--- src/rtl/merge_sched_pkg.sv ---
// Shared types and derived widths for the merge-tree issue controller.
package merge_sched_pkg;

    localparam int unsigned DEF_RID_WIDTH = 4;
    localparam int unsigned DEF_NUM_RID   = 8;
    localparam int unsigned DEF_TAG_WIDTH = 8;
    localparam int unsigned DEF_OUT_DEPTH = 8;

    localparam int unsigned DEF_RIDS_WIDTH = DEF_RID_WIDTH * DEF_NUM_RID;
    localparam int unsigned CREDIT_WIDTH   = $clog2(DEF_OUT_DEPTH + 1);

    // One buffered tree result.
    typedef struct packed {
        logic [DEF_RIDS_WIDTH-1:0] rids;
        logic [DEF_TAG_WIDTH-1:0]  tag;
        logic                      miss;
    } fifo_entry_t;

    function automatic int unsigned rids_width(input int unsigned rid_w, input int unsigned n);
        return rid_w * n;
    endfunction

endpackage

--- src/rtl/sync_fifo_fwft.sv ---
// First-word-fall-through synchronous FIFO; push and pop may coincide at any fill level.
module sync_fifo_fwft #(
    parameter int unsigned WIDTH = 8,
    parameter int unsigned DEPTH = 8
) (
    input  logic             clk,
    input  logic             reset,
    input  logic             push,
    input  logic             pop,
    input  logic [WIDTH-1:0] din,
    output logic [WIDTH-1:0] dout,
    output logic             full,
    output logic             empty
);

    localparam int unsigned PW = (DEPTH > 1) ? $clog2(DEPTH) : 1;
    localparam int unsigned CW = $clog2(DEPTH + 1);

    logic [WIDTH-1:0] mem [DEPTH];
    logic [PW-1:0]    wr_ptr;
    logic [PW-1:0]    rd_ptr;
    logic [CW-1:0]    count;
    logic             do_push;
    logic             do_pop;

    function automatic logic [PW-1:0] bump(input logic [PW-1:0] p);
        return (p == PW'(DEPTH - 1)) ? '0 : p + PW'(1);
    endfunction

    assign full    = (count == CW'(DEPTH));
    assign empty   = (count == '0);
    assign do_pop  = pop && !empty;
    // A pop in the same cycle frees the slot a full FIFO needs for the push.
    assign do_push = push && (!full || do_pop);
    assign dout    = mem[rd_ptr];

    always_ff @(posedge clk) begin
        if (do_push) begin
            mem[wr_ptr] <= din;
        end
    end

    always_ff @(posedge clk) begin
        if (reset) begin
            wr_ptr <= '0;
            rd_ptr <= '0;
            count  <= '0;
        end else begin
            if (do_push) wr_ptr <= bump(wr_ptr);
            if (do_pop)  rd_ptr <= bump(rd_ptr);
            count <= count + CW'(do_push) - CW'(do_pop);
        end
    end

endmodule

--- src/rtl/merge_tree_scheduler.sv ---
// Issue controller for the bitonic merge tree: lane join, tag check, credit-gated
// issue, fixed-latency tracking pipe and an output FIFO for downstream backpressure.
module merge_tree_scheduler
    import merge_sched_pkg::*;
#(
    parameter int unsigned M           = 8,
    parameter int unsigned log_M       = 3,
    parameter int unsigned RID_WIDTH   = DEF_RID_WIDTH,
    parameter int unsigned NUM_RID     = DEF_NUM_RID,
    parameter int unsigned log_NUM_RID = 3,
    parameter int unsigned TAG_WIDTH   = DEF_TAG_WIDTH,
    parameter int unsigned TREE_LAT    = 6,
    parameter int unsigned OUT_DEPTH   = DEF_OUT_DEPTH
) (
    input  logic                                  clk,
    input  logic                                  reset,
    input  logic [M-1:0]                          lane_valid,
    input  logic [M*rids_width(RID_WIDTH, NUM_RID)-1:0] lane_rids,
    input  logic [M*TAG_WIDTH-1:0]                lane_tag,
    output logic                                  lane_ready,
    output logic [M*rids_width(RID_WIDTH, NUM_RID)-1:0] tree_in,
    input  logic [rids_width(RID_WIDTH, NUM_RID)-1:0]   tree_out,
    output logic                                  out_valid,
    input  logic                                  out_ready,
    output logic [rids_width(RID_WIDTH, NUM_RID)-1:0]   out_rids,
    output logic [TAG_WIDTH-1:0]                  out_tag,
    output logic                                  out_miss,
    output logic                                  err_tag
);

    localparam int unsigned RIDS_WIDTH = rids_width(RID_WIDTH, NUM_RID);
    localparam int unsigned CW         = $clog2(OUT_DEPTH + 1);

    if (log_M != $clog2(M) || log_NUM_RID != $clog2(NUM_RID) || OUT_DEPTH < TREE_LAT + 1)
    begin : g_bad_params
        $error("merge_tree_scheduler: inconsistent parameters");
    end

    logic                 all_valid;
    logic                 tags_match;
    logic                 accept;
    logic                 issue;
    logic                 pop;
    logic                 push;
    logic                 fifo_full;
    logic                 fifo_empty;
    logic [CW-1:0]        credits;
    logic [TREE_LAT:0]    pipe_valid;
    logic [TAG_WIDTH-1:0] pipe_tag [TREE_LAT+1];
    fifo_entry_t          push_entry;
    fifo_entry_t          head;
    logic [$bits(fifo_entry_t)-1:0] head_bits;

    // Lane join and tag agreement against lane 0.
    always_comb begin
        tags_match = 1'b1;
        for (int unsigned i = 1; i < M; i++) begin
            if (lane_tag[i*TAG_WIDTH +: TAG_WIDTH] != lane_tag[TAG_WIDTH-1:0]) begin
                tags_match = 1'b0;
            end
        end
    end

    assign all_valid  = &lane_valid;
    assign lane_ready = !reset && all_valid && (credits < CW'(OUT_DEPTH));
    assign accept     = lane_ready;
    assign issue      = accept && tags_match;
    assign pop        = out_valid && out_ready;
    assign push       = pipe_valid[TREE_LAT];

    // Tree input register, latency-matched issue pipe, credits and sticky error.
    always_ff @(posedge clk) begin
        if (reset) begin
            tree_in    <= '0;
            pipe_valid <= '0;
            credits    <= '0;
            err_tag    <= 1'b0;
            for (int unsigned i = 0; i <= TREE_LAT; i++) begin
                pipe_tag[i] <= '0;
            end
        end else begin
            if (issue) begin
                tree_in <= lane_rids;
            end
            if (accept && !tags_match) begin
                err_tag <= 1'b1;
            end
            pipe_valid  <= {pipe_valid[TREE_LAT-1:0], issue};
            pipe_tag[0] <= lane_tag[TAG_WIDTH-1:0];
            for (int unsigned i = 1; i <= TREE_LAT; i++) begin
                pipe_tag[i] <= pipe_tag[i-1];
            end
            credits <= credits + CW'(issue) - CW'(pop);
        end
    end

    always_comb begin
        push_entry      = '0;
        push_entry.rids = tree_out;
        push_entry.tag  = pipe_tag[TREE_LAT];
        push_entry.miss = (tree_out == '0);
    end

    sync_fifo_fwft #(
        .WIDTH ($bits(fifo_entry_t)),
        .DEPTH (OUT_DEPTH)
    ) u_out_fifo (
        .clk   (clk),
        .reset (reset),
        .push  (push),
        .pop   (pop),
        .din   (push_entry),
        .dout  (head_bits),
        .full  (fifo_full),
        .empty (fifo_empty)
    );

    assign head      = fifo_entry_t'(head_bits);
    assign out_valid = !fifo_empty;
    assign out_rids  = fifo_empty ? '0 : head.rids;
    assign out_tag   = fifo_empty ? '0 : head.tag;
    assign out_miss  = fifo_empty ? 1'b0 : head.miss;

    // Credits bound in-flight merges to the FIFO depth, so this must never fire.
    overflow_chk: assert property (@(posedge clk) disable iff (reset)
        !(push && fifo_full && !pop));

endmodule
--- config.mk ---
export PLATFORM = sky130hd
export DESIGN_NAME = merge_tree_scheduler
export DESIGN_NICKNAME = d
export VERILOG_FILES = /design/src/rtl/merge_sched_pkg.sv /design/src/rtl/sync_fifo_fwft.sv /design/src/rtl/merge_tree_scheduler.sv
export SDC_FILE = /design/constraint.sdc
export NUM_CORES = 1
export LEC_CHECK = 0
export BUFFER_PORTS_ARGS = -buffer_cell sky130_fd_sc_hd__buf_4
export CELL_PAD_IN_SITES_DETAIL_PLACEMENT = 0
export CELL_PAD_IN_SITES_GLOBAL_PLACEMENT = 1
export CORE_AREA = 2 2 260 262
export CTS_CLUSTER_SIZE = 28
export DETAILED_ROUTE_END_ITERATION = 16
export DIE_AREA = 0 0 262 264
export PLACE_DENSITY = 0.83
export SLEW_MARGIN = 20
export SYNTH_ARGS = -nofsm -noshare
export SYNTH_HDL_FRONTEND = slang
export SYNTH_HIERARCHICAL = 1
export SYNTH_SLANG_ARGS = --single-unit
--- constraint.sdc ---
create_clock -name clk -period 20 [get_ports clk]
set_input_delay 3 -clock clk [delete_from_list [all_inputs] [get_ports clk]]
set_output_delay 3 -clock clk [all_outputs]
set_load 0.005 [all_outputs]
==> impl_metrics.toml, run 1 <==
[clock_tree]
post-cts-setup-buffers = 0
insertion_delay_ns = 0.60
cts_tree = "yes"
cts_hold_buffers = 0
clk_pin_slew_ns = 0.06
cts-buffers-inserted = 71
cts_root_buf = "clkbuf_16"
h-tree-depth = 3
numClockSinks = 665
postCtsResizedCells = 0
cts_buffer_depth = 3

[worst_setup_path]
cp_num_cells = 3
cp_top_family = "buffers and inverters"
critPathSlowestCell = "buf_8"
worstPathRequired_ns = 17.00
r2r_start = "u_out_fifo/count[3]$_SDFF_PP0_"
crit_path_start_kind = "input pin"
r2r-end = "u_out_fifo/mem[0][25]$_DFFE_PP_"
endpoint_kind = "primary output"
ff2ff_path_depth = 10
crit_buf_inv = 2
worst_path_largest_cell_delay_ns = 0.56
reg2reg_slack_ns = 15.99
path_class = "input pin to primary output"
cp_max_fo = 148
crit_chain = "buf_8 > nor4_2 > buf_4"
crit_arrival_ns = 3.93

[synthesis]
synth_ff_type = "dfxtp_1"
synth_compound_area_share_pct = 10.48
synth_edf_count = 328
yosysWarnings = 6
async_reset_ff_share_pct = 0
synth_top_family_by_area = "simple AND/OR/NAND/NOR gates"
avgSynthCellArea_um2 = 12.79
synth_fp_nets = 2436
synth.distinct_cells = 48
synth_xor_area_share_pct = 0.6655
synth.yosys.seq_area_share_pct = 63.05
synth-adder-area-share_pct = 0.7700
syn_area_um2 = 26320
synth-simple-area-share_pct = 10.74
ys_seq_elements = 665
muxShareOfSynthArea_pct = 9.882
syn_inst = 2058

[placed_design]
portBuffers = 662
dp_cells = 3404
hpwl_um = 59990
gp_congestion = 0.9180

[status]
status = "complete, no violations"

[layout]
area_growth_pct = 28.98
drive_gt1_share_pct = 32.51
final_cells = 3535
multi_input_area_um2 = 8622
register_area_um2 = 16600
post-route-util_pct = 51.01
nets = 2983
fillers = 5717

[grt]
grt_overflow_total = 0
use_met2_pct = 38.74
grt_pass1_wl_um = 128000
grt_pass1_vias = 19340
grt_use_met3_pct = 7.571
grt_max_degree = 247
antenna_found_initial = 7
busiest_layer = "met2"
gr-usage-all-layers_pct = 24.83
use_met1_pct = 32.11

[detailed_routing]
first_pass_iters = 7
drt_iter0_markers = 1860
wl_um = 89370
vias = 20190
postRouteAntennaNets = 0
drc = 0
wl_per_cell_um = 25.28
vias_per_cell = 5.710

[sta]
worst_pin_slew_ns = 1.292
min_period_ns = 6.935
slew_viol_final = 0
period_share_pct = 34.67
finalSetupViolCount = 0
hold_viol = 0
relSlewSlack_pct = 13.85
clock_skew_ns = 0.01574
max_freq_mhz = 144.2
finalSetupTns_ns = 0
rsz0062_at_grt = "no"

[min_path]
hold_end = "pipe_tag[2][5]$_SDFF_PP0_"
min_from = "pipe_tag[1][5]$_SDFF_PP0_"
min_path_type = "flip-flop to flip-flop"
holdPathStages = 1

[power_and_ir_drop]
finalPower_mw = 3.141
p_per_area_nw_per_um2 = 92.52
p_leak_nw = 12.26
ir_drop_mv = 0.06430

[floorplanning]
boundaryPins = 663
die-area_um2 = 69170
row_count = 95
die_w_um = 262
start_util_pct = 39.55
fp.dieH_um = 264
core_um2 = 66560

[job]
drv_cap = 0
-- area by class of cell --
class / instances / area share (%)
Timing Repair Buffer: 687 / 15.36
Tap cell: 873 / 3.217
Antenna cell: 1 / 0.007371
Inverter: 18 / 0.1990
Clock inverter: 33 / 0.9545
Multi-Input combinational cell: 1162 / 25.40
Clock buffer: 96 / 5.963
Sequential cell: 665 / 48.91
-- routing by layer --
metal,part of all wire (%),vias to the layer above
li1,-,9052
met1,40,10050
met2,47,892
met3,8.9,181
met4,4.3,14
met5,0.098,-
-- cell usage in the layout, fill, tap and decap left out, types with 3 or more instances in the layout --
cell | netlist | final
buf_4 | 27 | 682
dfxtp_1 | 337 | 334
edfxtp_1 | 328 | 328
nand4_1 | 270 | 270
a21oi_1 | 264 | 264
o21ai_0 | 259 | 259
nor2b_1 | 108 | 108
clkbuf_16 | 0 | 74
mux4_1 | 70 | 70
mux2_2 | 41 | 41
inv_1 | 18 | 17
nand3_1 | 13 | 13
ha_1 | 13 | 13
clkbuf_1 | 135 | 13
nor2_1 | 12 | 12
xnor2_1 | 12 | 12
mux4_2 | 12 | 12
nor4_1 | 13 | 10
clkinv_2 | 0 | 10
clkinv_1 | 0 | 10
clkbuf_8 | 0 | 9
xor2_1 | 8 | 8
nand2_1 | 7 | 7
nor3_2 | 0 | 6
and3_1 | 6 | 5
nor3_1 | 11 | 5
or3_1 | 5 | 5
or4_1 | 4 | 4
bufinv_16 | 0 | 4
nand2b_1 | 4 | 4
mux2i_1 | 3 | 3
nor4_2 | 0 | 3
nor3b_1 | 3 | 3
-- how the worst max path moves through the flow --
stage,from,endpoint,slack (ns)
after floorplan,out_ready,u_out_fifo/mem[0][0]$_DFFE_PP_,11.80
after CTS,reset,lane_ready,12.95
after global placement,lane_tag[5],tree_in[136]$_SDFFE_PP0P_,12.95
after detailed placement,lane_tag[5],tree_in[185]$_SDFFE_PP0P_,12.85
final,reset,lane_ready,13.07
after global routing,reset,lane_ready,12.92
-- per-stage QoR --
step | area, um^2 | setup WS [ns] | hold WS, ns
2_1_floorplan | 26320 | 11.80 | 0.4138
5_1_grt | 33950 | 12.92 | 0.4439
4_1_cts | 33920 | 12.95 | 0.4335
3_5_place_dp | 31570 | 12.85 | 0.4239
3_3_place_gp | 31570 | 12.95 | 0.4157
6_report | 33950 | 13.07 | 0.4302
-- synth_stat cells, types with 5 or more instances --
cell type	count	area share, %
mux4_2	12	1.0
nand2_1	7	0.10
and3_1	6	0.14
buf_4	27	0.77
xnor2_1	12	0.40
o21ai_0	259	4.9
or3_1	5	0.12
xor2_1	8	0.27
buf_2	22	0.42
nor3_1	11	0.21
clkbuf_1	135	1.9
buf_1	7	0.10
nand4_1	270	6.4
ha_1	13	0.62
mux2_2	41	1.8
buf_6	22	0.94
nand3_1	13	0.25
a21oi_1	264	5.0
nor2_1	12	0.17
nor4_1	13	0.31
inv_1	18	0.26
nor2b_1	108	2.6
mux4_1	70	7.0
dfxtp_1	337	26
edfxtp_1	328	37
-- registers in the layout (all words and copies together), names as in the netlist, named ones only --
signal,count
u_out_fifo/mem,328
tree_in,256
pipe_tag,56
pipe_valid,7
credits,4
u_out_fifo/count,4
u_out_fifo/rd_ptr,3
u_out_fifo/wr_ptr,3
err_tag,1
-- where the power goes --
part | switching (mW) | internal, mW
Combinational | 0.186 | 0.196
Clock | 0.543 | 0.769
Sequential | 0.0118 | 1.44
Total | 0.741 | 2.40
-- cells by family (layout without fill, tap and decap cells) --
family	Yosys count	count (layout)
flops	665	665
compound gates	540	540
simple gates	461	461
buf+inv	231	834
mux	126	126
xor+xnor	20	20
fa+ha+maj	15	15
other cells	0	1
Power figures use the tool's default switching activity.
==> inputs of run 2 (changes only) <==
ABC_AREA = 1   (was not set)
CORE_AREA = not set   (was 2 2 260 262)
CORE_UTILIZATION = 40   (was not set)
DIE_AREA = not set   (was 0 0 262 264)
PLACE_DENSITY = 0.87   (was 0.83)
clock period = 7 ns   (was 20 ns; I/O delays follow)
==> impl_metrics.toml, run 2 <==
[status]
status = "complete, no violations"

[grt]
grt_max_degree = 180
antenna_found_initial = 10
grt_overflow_total = 0
grt_pass1_vias = 22360
grt_pass1_wl_um = 137900
gr-usage-all-layers_pct = 24.04

[power_and_ir_drop]
p_leak_nw = 17.93
ir_drop_mv = 0.2755
p_per_area_nw_per_um2 = 273.8

[detailed_routing]
wl_um = 95380
dr_wl_met2_um = 45510
drt_iter0_markers = 1935
vias_per_cell = 4.701
first_pass_iters = 5
top_layer = "met5"
wl_per_cell_um = 17.86
wl_met1_um = 39430
postRouteAntennaNets = 0
met3_length_um = 7719
drc = 0
vias = 25110

[synthesis]
muxShareOfSynthArea_pct = 0
synth_edf_count = 328
synth-simple-area-share_pct = 23.04
syn_area_um2 = 30000
yosysTopAreaCellShare_pct = 32.83
synth_ff_type = "dfxtp_1"
yosys-top-cells-area = "edfxtp_1 (33%), dfxtp_1 (22%), inv_1 (9.9%), nand2_1 (9.7%), nor2_1 (7.3%)"
synth-adder-area-share_pct = 0.6757
synthMostInstantiatedCell = "inv_1"
synth_top_family_by_area = "simple AND/OR/NAND/NOR gates"
synth_commonest_cells = "inv_1 (789), nand2_1 (776), nor2_1 (582), dfxtp_1 (337), edfxtp_1 (328)"
async_reset_ff_share_pct = 0
synth_top_area_cell = "edfxtp_1"
synth.distinct_cells = 34
ys_seq_elements = 665
synth.yosys.seq_area_share_pct = 55.32
synth_xor_area_share_pct = 0.6715
yosysWarnings = 6
synth_fp_nets = 4145
syn_inst = 3767
synth_compound_area_share_pct = 4.655
avgSynthCellArea_um2 = 7.963

[floorplanning]
die-area_um2 = 76090
row_count = 100
die_w_um = 275.9
boundaryPins = 663
start_util_pct = 40.36
core_um2 = 74320
fp.dieH_um = 275.9

[clock_tree]
cts_tree = "yes"
h-tree-depth = 3
insertion_delay_ns = 0.62
clk_pin_slew_ns = 0.06
cts_buffer_depth = 3
cts-buffers-inserted = 73
numClockSinks = 665
cts_hold_buffers = 0
cts_root_buf = "clkbuf_16"
post-cts-setup-buffers = 0
postCtsResizedCells = 0

[layout]
nets = 4688
drive_gt1_share_pct = 22.03
top_regs = "u_out_fifo/mem x328, tree_in x256, pipe_tag x56"
largest_reg_flops = 328
fin_area_um2 = 37800
most-common-layout-cells = "inv_1 (789), nand2_1 (776), buf_4 (689)"
largest_register = "u_out_fifo/mem"
fillers = 7156
final_common_cell = "inv_1"
area_growth_pct = 26.01

[min_path]
hold_end = "pipe_valid[6]$_SDFF_PP0_"
min_from = "pipe_valid[5]$_SDFF_PP0_"
min_path_type = "flip-flop to flip-flop"
holdPathStages = 2

[worst_setup_path]
worstPathRequired_ns = 5.95
r2r_start = "credits[3]$_SDFF_PP0_"
worst_path_largest_cell_delay_ns = 0.76
ff2ff_path_depth = 9
crit_buf_inv = 4
crit_arrival_ns = 3.47
cp_max_fo = 113
crit_chain = "inv_6 > buf_4 > nor2_1 > o22ai_1 > nand2_1 > nand2_1 > inv_1 > nor2_1 > buf_4"
r2r-end = "tree_in[125]$_SDFFE_PP0P_"
path_class = "flip-flop to primary output"
crit_path_start_kind = "flip-flop"
cp_top_family = "buffers and inverters"
reg2reg_slack_ns = 3.77
critPathSlowestCell = "inv_6"
endpoint_kind = "primary output"

[sta]
hold_viol = 0
finalSetupViolCount = 0
period_share_pct = 64.59
relSlewSlack_pct = 23.55
finalSetupTns_ns = 0
min_period_ns = 4.521
rsz0062_at_grt = "no"
worst_pin_slew_ns = 1.147
slew_viol_final = 0
clock_skew_ns = 0.02718
holdWs_ns = 0.3919
max_freq_mhz = 221.2

[placed_design]
portBuffers = 662
hpwl_um = 63500
placed_cell_area_um2 = 35330
gp_congestion = 0.8918

[job]
drv_cap = 0
run 2: cell types whose count changed after synthesis, moves of 143 or more:
cell,change
inv_2,+143
nand2_1,+769
a21oi_1,-258
nor2_1,+570
inv_1,+771
o21ai_0,-168
run 2: metrics by stage:
step | power [mW] | std cells | setup slack (ns) | util [%]
5_1_grt | 10.87 | 5336 | 2.187 | 50.85
4_1_cts | 10.45 | 5336 | 2.232 | 50.84
2_1_floorplan | 5.682 | 3767 | 2.112 | -
3_3_place_gp | 6.502 | 5204 | 2.429 | 47.53
6_report | 10.35 | 5340 | 2.479 | 50.86
3_5_place_dp | 6.532 | 5204 | 2.377 | 47.53
run 2: worst max path at each step:
stage	cells past startpoint	slack, ns	end
after detailed placement	10	2.38	tree_in[51]$_SDFFE_PP0P_
after floorplan	6	2.11	u_out_fifo/mem[6][0]$_DFFE_PP_
after global placement	10	2.43	tree_in[38]$_SDFFE_PP0P_
final	9	2.48	out_rids[9]
after CTS	9	2.23	out_rids[9]
after global routing	9	2.19	out_rids[19]
run 2: final cells by class:
type | instances | area [um^2] | area share [%]
inverter | 935 | 3523 | 9.321
clock buffer | 101 | 2074 | 5.488
antenna | 4 | 10.01 | 0.02648
sequential | 665 | 16600 | 43.92
timing repair buffer | 691 | 5213 | 13.79
multi-input combinational | 1944 | 8778 | 23.22
tap | 969 | 1212 | 3.208
clock inverter | 31 | 386.6 | 1.023
run 2: cell families after synthesis:
family / Yosys count
AO/OA/AOI/OAI: 258
XOR/XNOR: 23
adder cells (fa/ha/maj): 15
buffers and inverters: 1158
flip-flops: 665
AND/OR/NAND/NOR: 1648
run 2: per-layer routing:
layer	vias to the layer above	GRT usage (%)
li1	12580	-
met1	11480	31.27
met2	888	39.26
met3	145	5.829
met4	12	7.606
met5	-	0
run 2: report_power, final:
group | leakage, nW | internal [mW] | switching [mW]
clock network | 1.20 | 2.32 | 1.60
registers | 5.68 | 4.11 | 0.0754
logic | 11.1 | 0.886 | 1.36
run 2: tightest hold or removal path: cells and delay by family, from the launching register on:
kind          cells  cell delay, ns
flops             1            0.29
simple gates      1            0.03
buf+inv           1            0.04
